File: src/rtl/alu_exec_stage_if.sv
// Handshake and writeback bundle between the operand-read stage, the execute stage
// and the register-file write port.
interface alu_exec_stage_if #(
    parameter int WIDTH  = 16,
    parameter int ADDR_W = 3
);
    logic              ex_valid;
    logic              ex_ready;
    logic [3:0]        ex_opcode;
    logic [ADDR_W-1:0] ex_dest;
    logic [WIDTH-1:0]  op1;
    logic [WIDTH-1:0]  op2;
    logic              ex_flush;
    logic              wb_load;
    logic [ADDR_W-1:0] wb_addr;
    logic [WIDTH-1:0]  wb_data;
    logic              wb_zero;
    logic              wb_carry;

    modport master (
        output ex_valid, ex_opcode, ex_dest, op1, op2, ex_flush,
        input  ex_ready, wb_load, wb_addr, wb_data, wb_zero, wb_carry
    );

    modport slave (
        input  ex_valid, ex_opcode, ex_dest, op1, op2, ex_flush,
        output ex_ready, wb_load, wb_addr, wb_data, wb_zero, wb_carry
    );
endinterface

File: src/rtl/alu_exec_stage.sv
// Execute stage: single-cycle ALU ops plus an iterative shift-add multiplier,
// returning results to the register file as a one-cycle write pulse.
module alu_exec_stage #(
    parameter int WIDTH  = 16,
    parameter int ADDR_W = 3
) (
    input  logic              clk,
    input  logic              rst_n,
    alu_exec_stage_if.slave   bus
);
    localparam int CNT_W = $clog2(WIDTH);
    localparam logic [CNT_W-1:0] COUNT_LAST = CNT_W'(WIDTH - 1);

    localparam logic [3:0] OP_ADD = 4'd0;
    localparam logic [3:0] OP_SUB = 4'd1;
    localparam logic [3:0] OP_AND = 4'd2;
    localparam logic [3:0] OP_OR  = 4'd3;
    localparam logic [3:0] OP_XOR = 4'd4;
    localparam logic [3:0] OP_NOT = 4'd5;
    localparam logic [3:0] OP_SHL = 4'd6;
    localparam logic [3:0] OP_SHR = 4'd7;
    localparam logic [3:0] OP_MUL = 4'd8;
    localparam logic [3:0] OP_MOV = 4'd9;

    typedef enum logic [1:0] {
        ST_IDLE = 2'd0,
        ST_MUL  = 2'd1,
        ST_WB   = 2'd2
    } state_e;

    state_e            state_q, state_d;
    logic [CNT_W-1:0]  count_q, count_d;
    logic [WIDTH-1:0]  mcand_q, mcand_d;
    logic [WIDTH-1:0]  mplier_q, mplier_d;
    logic [WIDTH-1:0]  acc_q, acc_d;
    logic [ADDR_W-1:0] dest_q, dest_d;
    logic              wb_load_q, wb_load_d;
    logic [ADDR_W-1:0] wb_addr_q, wb_addr_d;
    logic [WIDTH-1:0]  wb_data_q, wb_data_d;
    logic              wb_zero_q, wb_zero_d;
    logic              wb_carry_q, wb_carry_d;

    logic [WIDTH:0]    alu_res_s;
    logic [WIDTH:0]    mul_sum_s;
    logic [WIDTH-1:0]  mul_acc_s;
    logic [WIDTH-1:0]  mul_low_s;

    // Single-cycle ops; result in [WIDTH-1:0], carry/borrow/shift-out in [WIDTH].
    function automatic logic [WIDTH:0] alu_op(
        input logic [3:0]       opc,
        input logic [WIDTH-1:0] a,
        input logic [WIDTH-1:0] b
    );
        logic [WIDTH:0] r;
        logic [WIDTH:0] t;
        logic [3:0]     sh;
        r  = '0;
        t  = '0;
        sh = b[3:0];
        case (opc)
            OP_ADD:  r = {1'b0, a} + {1'b0, b};
            OP_SUB:  r = {(a < b), a - b};
            OP_AND:  r = {1'b0, a & b};
            OP_OR:   r = {1'b0, a | b};
            OP_XOR:  r = {1'b0, a ^ b};
            OP_NOT:  r = {1'b0, ~a};
            OP_SHL: begin
                t = {1'b0, a} << sh;
                r = t;
            end
            OP_SHR: begin
                // the extra low bit catches the last bit shifted out
                t = {a, 1'b0} >> sh;
                r = {t[0], t[WIDTH:1]};
            end
            OP_MOV:  r = {1'b0, b};
            default: r = '0;
        endcase
        return r;
    endfunction

    assign alu_res_s = alu_op(bus.ex_opcode, bus.op1, bus.op2);

    // One shift-add step on the {acc, mplier} product register; the adder carry
    // enters the top of the product as everything shifts right.
    assign mul_sum_s = {1'b0, acc_q} + (mplier_q[0] ? {1'b0, mcand_q} : {(WIDTH+1){1'b0}});
    assign mul_acc_s = mul_sum_s[WIDTH:1];
    assign mul_low_s = {mul_sum_s[0], mplier_q[WIDTH-1:1]};

    assign bus.ex_ready = (state_q == ST_IDLE);
    assign bus.wb_load  = wb_load_q;
    assign bus.wb_addr  = wb_addr_q;
    assign bus.wb_data  = wb_data_q;
    assign bus.wb_zero  = wb_zero_q;
    assign bus.wb_carry = wb_carry_q;

    // Next-state and next-output logic; writeback fields only change on entry to WB.
    always_comb begin
        state_d    = state_q;
        count_d    = count_q;
        mcand_d    = mcand_q;
        mplier_d   = mplier_q;
        acc_d      = acc_q;
        dest_d     = dest_q;
        wb_load_d  = 1'b0;
        wb_addr_d  = wb_addr_q;
        wb_data_d  = wb_data_q;
        wb_zero_d  = wb_zero_q;
        wb_carry_d = wb_carry_q;

        case (state_q)
            ST_IDLE: begin
                if (bus.ex_flush) begin
                    state_d = ST_IDLE;
                end else if (bus.ex_valid) begin
                    case (bus.ex_opcode)
                        OP_MUL: begin
                            state_d  = ST_MUL;
                            count_d  = '0;
                            acc_d    = '0;
                            mcand_d  = bus.op1;
                            mplier_d = bus.op2;
                            dest_d   = bus.ex_dest;
                        end
                        OP_ADD, OP_SUB, OP_AND, OP_OR, OP_XOR,
                        OP_NOT, OP_SHL, OP_SHR, OP_MOV: begin
                            state_d    = ST_WB;
                            wb_load_d  = 1'b1;
                            wb_addr_d  = bus.ex_dest;
                            wb_data_d  = alu_res_s[WIDTH-1:0];
                            wb_zero_d  = (alu_res_s[WIDTH-1:0] == '0);
                            wb_carry_d = alu_res_s[WIDTH];
                        end
                        default: begin
                            state_d = ST_IDLE;
                        end
                    endcase
                end else begin
                    state_d = ST_IDLE;
                end
            end
            ST_MUL: begin
                if (bus.ex_flush) begin
                    state_d = ST_IDLE;
                end else begin
                    acc_d    = mul_acc_s;
                    mplier_d = mul_low_s;
                    count_d  = count_q + CNT_W'(1);
                    if (count_q == COUNT_LAST) begin
                        state_d    = ST_WB;
                        wb_load_d  = 1'b1;
                        wb_addr_d  = dest_q;
                        wb_data_d  = mul_low_s;
                        wb_zero_d  = (mul_low_s == '0);
                        wb_carry_d = |mul_acc_s;
                    end else begin
                        state_d = ST_MUL;
                    end
                end
            end
            ST_WB: begin
                state_d = ST_IDLE;
            end
            default: begin
                state_d = ST_IDLE;
            end
        endcase
    end

    // State and output registers.
    always_ff @(posedge clk or negedge rst_n) begin
        if (!rst_n) begin
            state_q    <= ST_IDLE;
            count_q    <= '0;
            mcand_q    <= '0;
            mplier_q   <= '0;
            acc_q      <= '0;
            dest_q     <= '0;
            wb_load_q  <= 1'b0;
            wb_addr_q  <= '0;
            wb_data_q  <= '0;
            wb_zero_q  <= 1'b0;
            wb_carry_q <= 1'b0;
        end else begin
            state_q    <= state_d;
            count_q    <= count_d;
            mcand_q    <= mcand_d;
            mplier_q   <= mplier_d;
            acc_q      <= acc_d;
            dest_q     <= dest_d;
            wb_load_q  <= wb_load_d;
            wb_addr_q  <= wb_addr_d;
            wb_data_q  <= wb_data_d;
            wb_zero_q  <= wb_zero_d;
            wb_carry_q <= wb_carry_d;
        end
    end
endmodule

File: src/flat_wrapper.sv
// flat-port wrapper written by rule: the top's interface ports become plain ports
module alu_exec_stage_flat 
#(
    parameter int WIDTH  = 16,
    parameter int ADDR_W = 3
)
  (clk, rst_n, bus_ex_valid, bus_ex_opcode, bus_ex_dest, bus_op1, bus_op2, bus_ex_flush, bus_ex_ready, bus_wb_load, bus_wb_addr, bus_wb_data, bus_wb_zero, bus_wb_carry);
  alu_exec_stage_if #(.WIDTH(WIDTH), .ADDR_W(ADDR_W)) bus_i ();
  input  logic clk;
  input  logic rst_n;
  input wire logic [$bits(bus_i.ex_valid)-1:0] bus_ex_valid;
  input wire logic [$bits(bus_i.ex_opcode)-1:0] bus_ex_opcode;
  input wire logic [$bits(bus_i.ex_dest)-1:0] bus_ex_dest;
  input wire logic [$bits(bus_i.op1)-1:0] bus_op1;
  input wire logic [$bits(bus_i.op2)-1:0] bus_op2;
  input wire logic [$bits(bus_i.ex_flush)-1:0] bus_ex_flush;
  output wire logic [$bits(bus_i.ex_ready)-1:0] bus_ex_ready;
  output wire logic [$bits(bus_i.wb_load)-1:0] bus_wb_load;
  output wire logic [$bits(bus_i.wb_addr)-1:0] bus_wb_addr;
  output wire logic [$bits(bus_i.wb_data)-1:0] bus_wb_data;
  output wire logic [$bits(bus_i.wb_zero)-1:0] bus_wb_zero;
  output wire logic [$bits(bus_i.wb_carry)-1:0] bus_wb_carry;
  assign bus_i.ex_valid = bus_ex_valid;
  assign bus_i.ex_opcode = bus_ex_opcode;
  assign bus_i.ex_dest = bus_ex_dest;
  assign bus_i.op1 = bus_op1;
  assign bus_i.op2 = bus_op2;
  assign bus_i.ex_flush = bus_ex_flush;
  assign bus_ex_ready = bus_i.ex_ready;
  assign bus_wb_load = bus_i.wb_load;
  assign bus_wb_addr = bus_i.wb_addr;
  assign bus_wb_data = bus_i.wb_data;
  assign bus_wb_zero = bus_i.wb_zero;
  assign bus_wb_carry = bus_i.wb_carry;
  alu_exec_stage #(.WIDTH(WIDTH), .ADDR_W(ADDR_W)) u_core (.clk(clk), .rst_n(rst_n), .bus(bus_i));
endmodule
File: config.mk
export PLATFORM = sky130hd
export DESIGN_NAME = alu_exec_stage_flat
export DESIGN_NICKNAME = d
export VERILOG_FILES = /design/src/rtl/alu_exec_stage_if.sv /design/src/rtl/alu_exec_stage.sv /design/src/flat_wrapper.sv
export SDC_FILE = /design/constraint.sdc
export NUM_CORES = 1
export LEC_CHECK = 0
export ABC_AREA = 1
export BUFFER_PORTS_ARGS = -buffer_cell sky130_fd_sc_hd__buf_4
export CAP_MARGIN = 20
export CORE_AREA = 5 5 123 125
export CTS_CLUSTER_SIZE = 40
export DETAILED_ROUTE_END_ITERATION = 8
export DIE_AREA = 0 0 128 130
export GPL_TIMING_DRIVEN = 0
export MAX_ROUTING_LAYER = met4
export PLACE_DENSITY = 0.94
export SETUP_SLACK_MARGIN = 0.02
export SYNTH_ARGS = -nofsm -noshare
export SYNTH_HDL_FRONTEND = slang
export SYNTH_SLANG_ARGS = --single-unit
File: constraint.sdc
create_clock -name clk -period 6 [get_ports clk]
set_input_delay 0.3 -clock clk [delete_from_list [all_inputs] [get_ports clk]]
set_output_delay 0.3 -clock clk [all_outputs]
set_load 0.03 [all_outputs]
# --- Word level (Yosys, flattened, before mapping) ---
# Index checks and enable logic that the tools add are counted.
totals:
  regBits: 79
  output_inout_bits: 23
  word_cells: 103
classes:
  addsub: 4
  order_cmp: 1
  eq_ne: 17
  n_shift: 2
  n_mux: 53
  bitwise_logic: 5
  reduce_logical: 10
op_table:
  columns: ["operator", "count"]
  rows:
  - ["two-way mux 16 bit", 14]
  - ["one-hot mux 17 bit (9 select lines)", 1]
  - ["one-hot mux 16 bit (2 select lines)", 3]
  - ["zero test 16 bit", 2]
  - ["adder 16 x 16 -> 17 bit", 1]
  - ["adder 16 x 17 -> 17 bit", 1]
  - ["<< shifter 16 x 4 -> 17 bit", 1]
  - [">> shifter 17 x 4 -> 17 bit", 1]
  - ["AND 16 bit", 1]
  - ["equality test 4 x 3 -> 1 bit (second input constant)", 4]
  - ["< comparator 16 bit", 1]
  - ["two-way mux 4 bit", 4]
  - ["inverter 16 bit", 1]
  - ["OR 16 bit", 1]
  - ["OR reduction 16 bit", 1]
  - ["subtractor 16 bit", 1]
  - ["bitwise XOR 16 bit", 1]
  - ["two-way mux 1 bit", 15]
  - ["two-way mux 3 bit", 5]
  - ["equality test 4 bit (second input constant)", 3]
  - ["OR reduction 9 bit", 1]
  - ["equality test 4 x 2 -> 1 bit (second input constant)", 2]
  - ["two-way mux 2 bit", 4]
  - ["one-hot mux 2 bit (2 select lines)", 2]
  - ["15 further kinds", 21]

# --- Depth between registers and ports, before layout ---
# Gate-level depths: netlist (run 1).
logic_depth:
  depth_word: 7
  mapped_depth: 21
  ltp_nobuf: 19

# --- Worst setup path before layout (run 1) ---
# No wires, ideal clock.
synth_path:
  path_type: "in2reg"
  start: "in bus_op2[2]"
  end: "reg u_core.wb_zero_q, in the netlist u_core.bus.wb_zero"
  setup_time_ns: 0.077
  t_arrival_ns: 2.351
  t_required_ns: 5.923
  slack_ns: 3.572
  cell_stages: 20
  path_buffers: 4
  path_cell_list: "buf_2 > inv_1 > buf_2 > buf_2 > ha_1 > buf_2 > nand2_1 > nand2_1 > nand3b_1 > nand2_1 > nand2_1 > nand2_1 > nand2_1 > nand3_1 > nand3_1 > nor2_1 > nand2_1 > nor2_1 > nand3_1 > a21oi_1"
synth_via:
  elab_chain_cells: 7
  word_cells_on_any_way: 13
  classes_between: "add/sub: 2; shift: 2; mux: 5; bitwise: 3; reduce/logical: 1"
synth_rtl:
  columns: ["item", "line_no", "rtl"]
  rows:
  - ["start: declaration", "flat_wrapper.sv:15", "input wire logic [$bits(bus_i.op2)-1:0] bus_op2;"]
  - ["subtractor 16 bit, or another cell as far along", "alu_exec_stage.sv:62", "OP_SUB: r = {(a < b), a - b};"]
  - ["one-hot mux 17 bit (9 select lines) (*)", "alu_exec_stage.sv:60", "case (opc)"]
  - ["zero test 16 bit (*)", "alu_exec_stage.sv:131", "wb_zero_d = (alu_res_s[WIDTH-1:0] == '0);"]
  - ["two-way mux 1 bit (*)", "alu_exec_stage.sv:116", "case (bus.ex_opcode)"]
  - ["two-way mux 1 bit (*)", "alu_exec_stage.sv:115", "end else if (bus.ex_valid) begin"]
  - ["two-way mux 1 bit (*)", "alu_exec_stage.sv:113", "if (bus.ex_flush) begin"]
  - ["one-hot mux 1 bit (2 select lines) (*)", "alu_exec_stage.sv:111", "case (state_q)"]
  - ["end signal: assignment", "alu_exec_stage.sv:194", "wb_zero_q <= wb_zero_d;"]
  - ["end: declaration", "alu_exec_stage.sv:40", "logic wb_zero_q, wb_zero_d;"]
# Mark *: on every way between the ends. The rest lies on a longest branch, timed or not. The select of a mux whose other input is x is not followed.
# A chain may end at the register's enable or synchronous reset.

# --- Final worst setup path (run 1) ---
layout_path:
  start: "reg u_core.mplier_q[0]"
  end: "reg u_core.wb_carry_q, in the netlist u_core.bus.wb_carry"
layout_via:
  elab_chain_cells: 6
layout_rtl:
  columns: ["item", "line_no", "rtl"]
  rows:
  - ["start: declaration", "alu_exec_stage.sv:34", "logic [WIDTH-1:0] mplier_q, mplier_d;"]
  - ["start signal: assignment", "alu_exec_stage.sv:188", "mplier_q <= mplier_d;"]
  - ["two-way mux 16 bit", "alu_exec_stage.sv:86", "assign mul_sum_s = {1'b0, acc_q} + (mplier_q[0] ? {1'b0, mcand_q} : {(WIDTH+1){1'b0}});"]
  - ["adder 16 x 17 -> 17 bit", "alu_exec_stage.sv:86", null]
  - ["OR reduction 16 bit", "alu_exec_stage.sv:155", "wb_carry_d = |mul_acc_s;"]
  - ["two-way mux 1 bit", "alu_exec_stage.sv:149", "if (count_q == COUNT_LAST) begin"]
  - ["two-way mux 1 bit", "alu_exec_stage.sv:143", "if (bus.ex_flush) begin"]
  - ["one-hot mux 1 bit (2 select lines)", "alu_exec_stage.sv:111", null]
  - ["end signal: assignment", "alu_exec_stage.sv:195", "wb_carry_q <= wb_carry_d;"]
  - ["end: declaration", "alu_exec_stage.sv:41", "logic wb_carry_q, wb_carry_d;"]
# No other way between the ends. The select of a mux whose other input is x is not followed.

==> results_dict.tcl, run 1 <==
set metrics [dict create \
    clkSinkCount 79 \
    cp_max_fo 10 \
    dr.first_iter.drc_count 1720 \
    path_cells "clkbuf_1 > clkbuf_1 > nand2_1 > inv_1 > ha_1 > a21oi_1 > a21boi_0 > nand2_1 > xnor2_1 > nand4_1 > nor2_1 > nand3_1 > nand2_1 > nand2_1 > nand2_1 > nand2_1" \
    post_dp_cell_area_mm2 0.00924 \
    fill_cells 1207 \
    critPathMaxStageDelay_ns 0.38 \
    synth_xor_area_frac 0.0123 \
    clk_latency_ns 0.35 \
    synthAdderAreaFrac 0.104 \
    synth_area_mm2 0.00852 \
    detail-route-antenna-nets 0 \
    final_cell_mix "505 x nand2_1, 173 x nand3_1, 168 x inv_1" \
    dr.pass1.iters 6 \
    final_layout_size_suffix_gt1_frac 0.0837 \
    fin_util 0.692 \
    antenna_found_initial 0 \
    antennaDiodeCount 0 \
    worstMarginPinSlew_ns 0.985 \
    dieArea_mm2 0.0166 \
    place.gp.congestion 1.07 \
    drv_slew 0 \
    die_w_um 128 \
    crit_family "simple AND/OR/NAND/NOR gates" \
    critPathCaptureType "flop" \
    grt-ovfl-total 0 \
    fin_skew_ns 0.00680 \
    synth.area.mux_share 0.00235 \
    ys_types 39 \
    synth-edff-count 0 \
    hold_path.class "primary input to asynchronous set/reset pin" \
    ys.flop_type "dfrtp_1" \
    syn_area_per_cell_um2 5.94 \
    cts.path.max_buffers 2 \
    start_util 0.619 \
    cpMostUsedCell "nand2_1" \
    async_flop_share 1.00 \
    root_buffer "clkbuf_16" \
    maxSlewHeadroom 0.343 \
    clk_pin_slew_worst_paths_ns 0.06 \
    die_h_um 130 \
    drc 0 \
    core_area_mm2 0.0138 \
    setup_viol 0 \
    finalWirelength_mm 33.6 \
    synth_seq_cells 79 \
    powerDensity_mw_per_mm2 240 \
    place_ws_ns 2.52 \
    p_leak_nw 5.29 \
    grt_pass1_vias 9678 \
    yosysSeqAreaShare 0.232 \
    num_rows 43 \
    place_inst 1681 \
    fin_crit_sh 0.557 \
    htree_levels 3 \
    port_buffers 65 \
    post_cts_resized 0 \
    via_count 10400 \
    cts_tree "done" \
    layout_commonest_cell "nand2_1" \
    grt_max_degree 80 \
    crit_arrival_ns 3.58 \
    max_freq_mhz 299 \
    maxCapViolations 0 \
    hold_viol 0 \
    grt_setup_unrepaired "no" \
    yosysWarnings 0 \
    synth_nets 1548 \
    outcome "complete, no violations" \
    stdcell_area_mm2 0.00954 \
    cts_hold_buffers 0 \
    multi_input_area_mm2 0.00564 \
    area_growth_syn_to_layout_pct 11.9 \
    layout_min_cycle_time_ns 3.34 \
    cp_data_required_time_ns 6.24 \
    fin_nets 1624 \
    setup_tns_ns 0 \
    fin_ws_ns 2.66 \
    syn_inst 1436 \
    cp_slowest_cell "clkbuf_1" \
    cp-start-kind "flop" \
    route.detailed.wl_per_inst_um 19.8 \
    drt-vias-per-instance 6.15 \
    path_buf_inv 3 \
    criticalPathCategory "flop to flop" \
    ios 66 \
    synth_compound_area_frac 0.123 \
    synth_top_family_by_area "simple AND/OR/NAND/NOR gates" \
    grt_pass1_wl_mm 52.4 \
    grt_use_total 0.417 \
    peakVddDrop_v 0.000173 \
    layout.cells.non_filler 1697 \
    cts_setup_buffers 0 \
    area.sequential_mm2 0.00198 \
    hpwl_mm 25.9 \
    numCtsBuffers 9 \
    yosys.area_share.simple 0.420 \
]
final cells by class:
class,instances,area share
Tap cell,180,0.0236
Inverter,174,0.0685
Multi-Input combinational cell,1129,0.592
Sequential cell,79,0.207
Clock buffer,11,0.0255
Clock inverter,5,0.00604
Buffer,54,0.0264
Timing Repair Buffer,65,0.0512
metrics by stage:
step                power [mW]  hold slack [ns]
global route              2.40            0.168
finish                    2.29            0.107
detailed placement        1.69            0.467
floorplan                 1.36          0.00441
global placement          1.65            0.462
CTS                       2.25            0.149
cell families (layout without fill, tap and decap cells):
family / count (synthesis) / after routing
and+or+nand+nor: 864 / 864
buffers and inverters: 228 / 309
AOI/OAI and AO/OA: 182 / 182
DFF: 79 / 79
adders and majority gates: 69 / 69
xor gates and xnor gates: 12 / 12
muxes: 2 / 2
sequential cells by signal, indices dropped and copies added (netlist names):
signal               count
u_core.dest_q            3
u_core.count_q           4
u_core.mplier_q         16
u_core.bus.wb_carry      1
u_core.acc_q            16
u_core.state_q           2
u_core.bus.wb_load       1
u_core.bus.wb_data      16
u_core.mcand_q          16
u_core.bus.wb_zero       1
u_core.bus.wb_addr       3
synth_stat cells, types with 6 or more instances:
master / instances / area share
ha_1: 66 / 0.097
a21oi_1: 52 / 0.031
clkbuf_1: 17 / 0.0075
nand4_1: 14 / 0.010
buf_2: 33 / 0.019
nor3_1: 11 / 0.0065
nand3b_1: 6 / 0.0053
xnor2_1: 8 / 0.0082
nor2_1: 137 / 0.060
nand3_1: 173 / 0.10
inv_1: 168 / 0.074
a31oi_1: 19 / 0.014
nand2_1: 505 / 0.22
o21ai_0: 72 / 0.042
and2_1: 6 / 0.0044
inv_2: 6 / 0.0026
o221ai_1: 17 / 0.017
dfrtp_1: 79 / 0.23
routing by layer:
layer  global-route usage  wire (um)  up-vias
met5                    -          0        -
met4                0.201       2000        0
met3               0.0725       4010      178
met2                0.668      15000      804
met1                0.512      12500     4661
li1                     -          -     4796
power by group:
| group | internal (mW) | total (mW) | switching [mW] |
|---|---|---|---|
| Clock | 0.333 | 0.560 | 0.227 |
| Sequential | 0.657 | 0.754 | 0.0964 |
| Combinational | 0.331 | 0.976 | 0.645 |
| Total | 1.32 | 2.29 | 0.968 |
final timing paths:
kind	start	to	slack, ns	cells after the start
worst max register to register	u_core.mplier_q[0]$_DFFE_PN0P_	u_core.bus.wb_carry$_DFFE_PN0P_	2.66	16
max in group asynchronous	rst_n	u_core.mplier_q[0]$_DFFE_PN0P_	5.26	1
min in group clk	bus_ex_dest[2]	u_core.dest_q[2]$_DFFE_PN0P_	0.15	3
worst max-delay path	u_core.mplier_q[0]$_DFFE_PN0P_	u_core.bus.wb_carry$_DFFE_PN0P_	2.66	16
worst min-delay path	rst_n	u_core.acc_q[10]$_DFFE_PN0P_	0.11	1
worst min register to register	u_core.bus.wb_carry$_DFFE_PN0P_	u_core.bus.wb_carry$_DFFE_PN0P_	0.48	2
No activity file was read; power rests on OpenSTA's default activity.
==> inputs of run 2 (changes only) <==
--- a/config.mk
+++ b/config.mk
@@ -8,13 +8,13 @@
 export ABC_AREA = 1
 export BUFFER_PORTS_ARGS = -buffer_cell sky130_fd_sc_hd__buf_4
 export CAP_MARGIN = 20
-export CORE_AREA = 5 5 123 125
+export CORE_AREA = 5 5 130 132
 export CTS_CLUSTER_SIZE = 40
 export DETAILED_ROUTE_END_ITERATION = 8
-export DIE_AREA = 0 0 128 130
+export DIE_AREA = 0 0 135 137
 export GPL_TIMING_DRIVEN = 0
 export MAX_ROUTING_LAYER = met4
-export PLACE_DENSITY = 0.94
+export PLACE_DENSITY = 0.89
 export SETUP_SLACK_MARGIN = 0.02
 export SYNTH_ARGS = -nofsm -noshare
 export SYNTH_HDL_FRONTEND = slang
==> constraint.sdc (replaced) <==
create_clock -name clk -period 2.9 [get_ports clk]
set_input_delay 0.145 -clock clk [delete_from_list [all_inputs] [get_ports clk]]
set_output_delay 0.145 -clock clk [all_outputs]
set_load 0.03 [all_outputs]
==> run 2 against run 1 <==
Effect of this change: register-to-register slack worse by 2.5 ns; first-iteration DRC count down 19%; non-clock buffer count up 5; clock-buffer cell count down 2; via count down 0.96%; worst setup slack worse by 2.5 ns; global-route usage down 4.2 points; die area up 11%.
==> results_dict.tcl, run 2 (same netlist as run 1, synthesis figures left out) <==
set metrics [dict create \
    outcome "complete, no violations" \
    whs_endpoint "u_core.dest_q[1]$_DFFE_PN0P_" \
    grt-ovfl-total 0 \
    cp_slowest_cell "dfrtp_2" \
    grt_pass1_wl_mm 52.1 \
    rrSetupSlack_ns 0.13 \
    hpwl_mm 27.1 \
    max_freq_mhz 361 \
    root_buffer "clkbuf_16" \
    setup_viol 0 \
    reg2reg_from "u_core.mplier_q[0]$_DFFE_PN0P_" \
    maxSlewHeadroom 0.365 \
    path_buf_inv 1 \
    fin_skew_ns 0.00701 \
    fin_nets 1629 \
    maxCapViolations 0 \
    cts_tree "done" \
    area_growth_syn_to_layout_pct 14.0 \
    die_h_um 137 \
    layout_commonest_cell "nand2_1" \
    die_w_um 135 \
    layout.cells.non_filler 1738 \
    place_inst 1717 \
    clkSinkCount 79 \
    cp_data_required_time_ns 3.13 \
    cp_max_fo 7 \
    place.gp.congestion 1.08 \
    cpMostUsedCell "nand2_1" \
    grt_max_degree 80 \
    final_cell_mix "504 x nand2_1, 172 x nand3_1, 168 x inv_1" \
    finalWirelength_mm 34.5 \
    fin_crit_sh 0.954 \
    grt_use_total 0.375 \
    powerDensity_mw_per_mm2 496 \
    drc 0 \
    layout_min_cycle_time_ns 2.77 \
    peakVddDrop_v 0.000324 \
    route.detailed.wl_per_inst_um 19.8 \
    fin_util 0.623 \
    numCtsBuffers 9 \
    core_area_mm2 0.0156 \
    seq_power_share 0.324 \
    path_cells "nand2_1 > inv_1 > ha_1 > fa_1 > nand3_1 > nand3_2 > nand2_1 > nand3_1 > nand3_1 > nand2_1 > xnor2_2 > nand2_1 > nor2_2 > nand3_1 > nand2_1 > nand2_1 > nand2_1 > nand2_1" \
    p_clk_frac 0.243 \
    drt-vias-per-instance 5.95 \
    antennaDiodeCount 0 \
    dr.first_iter.drc_count 1386 \
    grt_pass1_vias 9537 \
    internal_power_mw 2.76 \
    antenna_found_initial 0 \
    cp-start-kind "flop" \
    clk_pin_slew_worst_paths_ns 0.06 \
    p_switching_mw 2.05 \
    final_layout_size_suffix_gt1_frac 0.0972 \
    hold_path.class "primary input to flop" \
    p_comb_frac 0.433 \
    critPathCaptureType "flop" \
    critPathMaxStageDelay_ns 0.46 \
    hp-start "bus_ex_dest[1]" \
    detail-route-antenna-nets 0 \
    drv_slew 0 \
    num_rows 46 \
    via_count 10300 \
    finalHoldWorstSlack_ns 0.0104 \
    reg2reg_to "u_core.bus.wb_carry$_DFFE_PN0P_" \
    port_buffers 65 \
    cts.path.max_buffers 2 \
    dieArea_mm2 0.0185 \
    worstMarginPinSlew_ns 0.949 \
    ios 66 \
    crit_family "simple AND/OR/NAND/NOR gates" \
    reg2reg_depth 18 \
    hold_viol 0 \
    switching_share 0.426 \
    crit_arrival_ns 3.00 \
    clk_latency_ns 0.34 \
    htree_levels 3 \
    hold-path-cell-count 3 \
    dr.pass1.iters 6 \
    setup_tns_ns 0 \
    p_leak_nw 5.36 \
    start_util 0.546 \
    criticalPathCategory "flop to flop" \
]
==> run 2: cell count changes in the layout (fill, tap and decap cells not counted), sizes merged <==
cell         change
clkbuf           -3
clkinvlp         -2
inv              +3
buf              +5
clkinv           +1
dlygate4sd3      +1
==> run 2: power groups by stage <==
stage	Combinational, mW	Sequential [mW]	Clock [mW]
after floorplan	1.18	1.65	0
after global placement	1.91	1.54	0
after detailed placement	1.95	1.55	0
after CTS	1.98	1.54	1.17
after global routing	2.28	1.58	1.21
final	2.09	1.56	1.17
==> run 2: what timing repair did <==
item                                    CTS  global route
gates resized for setup                   3            21
hold buffers                              0             1
endpoints found under the setup margin    2             2
endpoints found under the hold margin     0            79
pin swaps                                 0             2
cloned                                    0             0
setup buffers                             0             5
==> run 2: cell type report <==
cell class	instances	area [um^2]
fillers	1488	5880
multi-input cells	1129	5690
flip-flops and latches	79	1980
inverters	174	653
repair buffers	72	563
well taps	216	270
plain buffers	52	255
clock buffers	9	225
clock inverters	7	77.6
==> run 2: metrics by stage <==
step                      power [mW]  worst slack, ns  cell area (um^2)
final                           4.82            0.132              9720
after global routing            5.07         -0.00992              9720
after CTS                       4.68           0.0340              9590
after detailed placement        3.50           -0.415              9280
after global placement          3.45           -0.428              9280
after floorplan                 2.82            0.501              8520
==> run 2: worst max path at each step <==
stage	start	end	slack, ns	cells after the start
global placement	bus_op2[2]	u_core.bus.wb_zero$_DFFE_PN0P_	-0.43	22
floorplan	u_core.mplier_q[0]$_DFFE_PN0P_	u_core.bus.wb_carry$_DFFE_PN0P_	0.50	17
global route	u_core.mplier_q[0]$_DFFE_PN0P_	u_core.bus.wb_carry$_DFFE_PN0P_	-0.01	18
finish	u_core.mplier_q[0]$_DFFE_PN0P_	u_core.bus.wb_carry$_DFFE_PN0P_	0.13	18
detailed placement	bus_op2[2]	u_core.bus.wb_zero$_DFFE_PN0P_	-0.41	22
CTS	bus_op2[2]	u_core.bus.wb_zero$_DFFE_PN0P_	0.03	22
==> run 2: per-layer routing <==
layer / vias to the layer above / GRT usage / share of wire
met5: - / - / 0
met4: 0 / 0.151 / 0.044
met3: 119 / 0.0563 / 0.10
met2: 695 / 0.602 / 0.46
met1: 4722 / 0.479 / 0.39
li1: 4803 / - / -
==> run 2: worst min-delay path, cell delays in order <==
cell and delay, ns:
buf_4 0.08, nand2_1 0.04, nand2_1 0.04
==> inputs of run 3 (changes only) <==
--- a/config.mk
+++ b/config.mk
@@ -15,6 +15,7 @@
 export GPL_TIMING_DRIVEN = 0
 export MAX_ROUTING_LAYER = met4
 export PLACE_DENSITY = 0.89
+export RECOVER_POWER = 100
 export SETUP_SLACK_MARGIN = 0.02
 export SYNTH_ARGS = -nofsm -noshare
 export SYNTH_HDL_FRONTEND = slang
==> run 3 against run 2 <==
Effect of this change: first-iteration DRC count fell by 3.4%; highest routed layer unchanged; sequential share of layout area rose by 0.26 points; clock skew hardly changed; clock-buffer cell count stayed put; sequential power about the same; register-to-register slack gained 0.02 ns; die area did not move; worst setup slack improved by 0.017 ns; wire length about the same; final area down 1.2%; the flow now finishes with violations (max-capacitance violations, max-slew violations); clock power about the same.
==> results_dict.tcl, run 3 (same netlist as run 1, synthesis figures left out) <==
set metrics [dict create \
    drv_slew 76 \
    antenna_found_initial 0 \
    p_leak_nw 5.26 \
    max_freq_mhz 364 \
    grt_pass1_wl_mm 52.1 \
    grt_pass1_vias 9537 \
    via_count 10300 \
    fin_nets 1629 \
    crit_arrival_ns 2.98 \
    cp-start-kind "flop" \
    port_buffers 65 \
    layout_min_cycle_time_ns 2.75 \
    dieArea_mm2 0.0185 \
    multi_input_area_mm2 0.00569 \
    ios 66 \
    place_ws_ns -0.415 \
    htree_levels 3 \
    cpMostUsedCell "nand2_1" \
    finalWirelength_mm 34.4 \
    dr.first_iter.drc_count 1339 \
    startpoint "u_core.mplier_q[0]$_DFFE_PN0P_" \
    outcome "finished with violations" \
    fin_util 0.615 \
    grt_use_total 0.375 \
    final_cell_mix "504 x nand2_1, 173 x nand3_1, 168 x inv_1" \
    cp_max_fo 7 \
    powerDensity_mw_per_mm2 494 \
    setup_viol 0 \
    maxCapViolations 1 \
    criticalPathCategory "flop to flop" \
    peakVddDrop_v 0.000324 \
    cp_data_required_time_ns 3.13 \
    root_buffer "clkbuf_16" \
    maxSlewHeadroom -0.223 \
    start_util 0.546 \
    finalHoldWorstSlack_ns 0.0112 \
    clk_pin_slew_worst_paths_ns 0.06 \
    grt-ovfl-total 0 \
    fin_crit_sh 0.949 \
    cts.path.max_buffers 2 \
    final_layout_size_suffix_gt1_frac 0.0788 \
    critPathMaxStageDelay_ns 0.46 \
    area.sequential_mm2 0.00198 \
    hold_viol 0 \
    hp-start "bus_ex_dest[1]" \
    fin_skew_ns 0.00731 \
    hpwl_mm 27.1 \
    path_cells "nand2_1 > inv_1 > ha_1 > fa_1 > nand3_1 > nand3_2 > nand2_1 > nand3_1 > nand3_1 > nand2_1 > xnor2_2 > nand2_1 > nor2_2 > nand3_1 > nand2_1 > nand2_1 > nand2_1 > nand2_1" \
    critPathCaptureType "flop" \
    clk_latency_ns 0.34 \
    drt-vias-per-instance 5.92 \
    clkSinkCount 79 \
    antennaDiodeCount 0 \
    reg2reg_from "u_core.mplier_q[0]$_DFFE_PN0P_" \
    failed_checks "max-capacitance violations, max-slew violations" \
    drc 0 \
    num_rows 46 \
    numCtsBuffers 9 \
    layout_commonest_cell "nand2_1" \
    core_area_mm2 0.0156 \
    cts_tree "done" \
    die_h_um 137 \
    dr.pass1.iters 6 \
    die_w_um 135 \
    fin_ws_ns 0.149 \
    fill_cells 1515 \
    area_growth_syn_to_layout_pct 12.6 \
    route.detailed.wl_per_inst_um 19.8 \
    detail-route-antenna-nets 0 \
    grt_max_degree 80 \
    hold_path.class "primary input to flop" \
    worstMarginPinSlew_ns 1.83 \
    cp_slowest_cell "dfrtp_2" \
    place.gp.congestion 1.08 \
]
## run 3: report_power, final
group | switching, mW | internal, mW | leakage (nW) | total, mW
registers | 0.195 | 1.36 | 0.995 | 1.56
clock network | 0.494 | 0.676 | 0.147 | 1.17
logic | 1.35 | 0.662 | 4.12 | 2.02
total | 2.04 | 2.70 | 5.26 | 4.74
## run 3: area by class of cell
| type | instances | area share |
|---|---|---|
| multi-input combinational | 1129 | 0.593 |
| sequential | 79 | 0.206 |
| inverter | 174 | 0.0681 |
| timing repair buffer | 72 | 0.0469 |
| tap | 216 | 0.0282 |
| buffer | 52 | 0.0262 |
| clock buffer | 9 | 0.0235 |
| clock inverter | 7 | 0.00809 |
## run 3: path summary, 6_finish.rpt
| check | endpoint | slack (ns) | cells after the start |
|---|---|---|---|
| max in group asynchronous | u_core.mplier_q[0]$_DFFE_PN0P_ | 0.50 | 3 |
| worst max-delay path | u_core.bus.wb_carry$_DFFE_PN0P_ | 0.15 | 18 |
| min in group asynchronous | u_core.acc_q[8]$_DFFE_PN0P_ | 0.19 | 2 |
| worst min-delay path | u_core.dest_q[1]$_DFFE_PN0P_ | 0.01 | 3 |
| worst min register to register | u_core.dest_q[1]$_DFFE_PN0P_ | 0.49 | 2 |
| worst max register to register | u_core.bus.wb_carry$_DFFE_PN0P_ | 0.15 | 18 |
## run 3: worst max-delay path: cells and delay by family, from the launching register on
family                   cells  cell delay (ns)
XOR/XNOR                     1             0.20
flip-flops                   1             0.46
adder cells (fa/ha/maj)      2             0.65
buffers and inverters        1             0.04
AND/OR/NAND/NOR             14             1.28
## run 3: timing repair
action,CTS,global route
pin swaps,0,2
hold endpoints to repair,0,79
hold buffers,0,1
cloned,0,0
setup endpoints to repair,2,2
buffers inserted,0,5
gates resized for setup,3,21
## run 3: per-stage QoR
step	area [um^2]	power, mW	TNS (ns)	cells
6_report	9590	4.74	0	1738
5_1_grt	9590	5.00	-0.00991	1738
4_1_cts	9590	4.68	0	1733
3_5_place_dp	9280	3.50	-0.678	1717
3_3_place_gp	9280	3.45	-0.705	1717
2_1_floorplan	8520	2.82	0	1436
## run 3: per-layer routing
layer	global-route usage	share of wire	vias up
met1	0.479	0.40	4705
met2	0.602	0.45	661
li1	-	-	4801
met4	0.151	0.047	0
met3	0.0563	0.10	123
met5	-	0	-
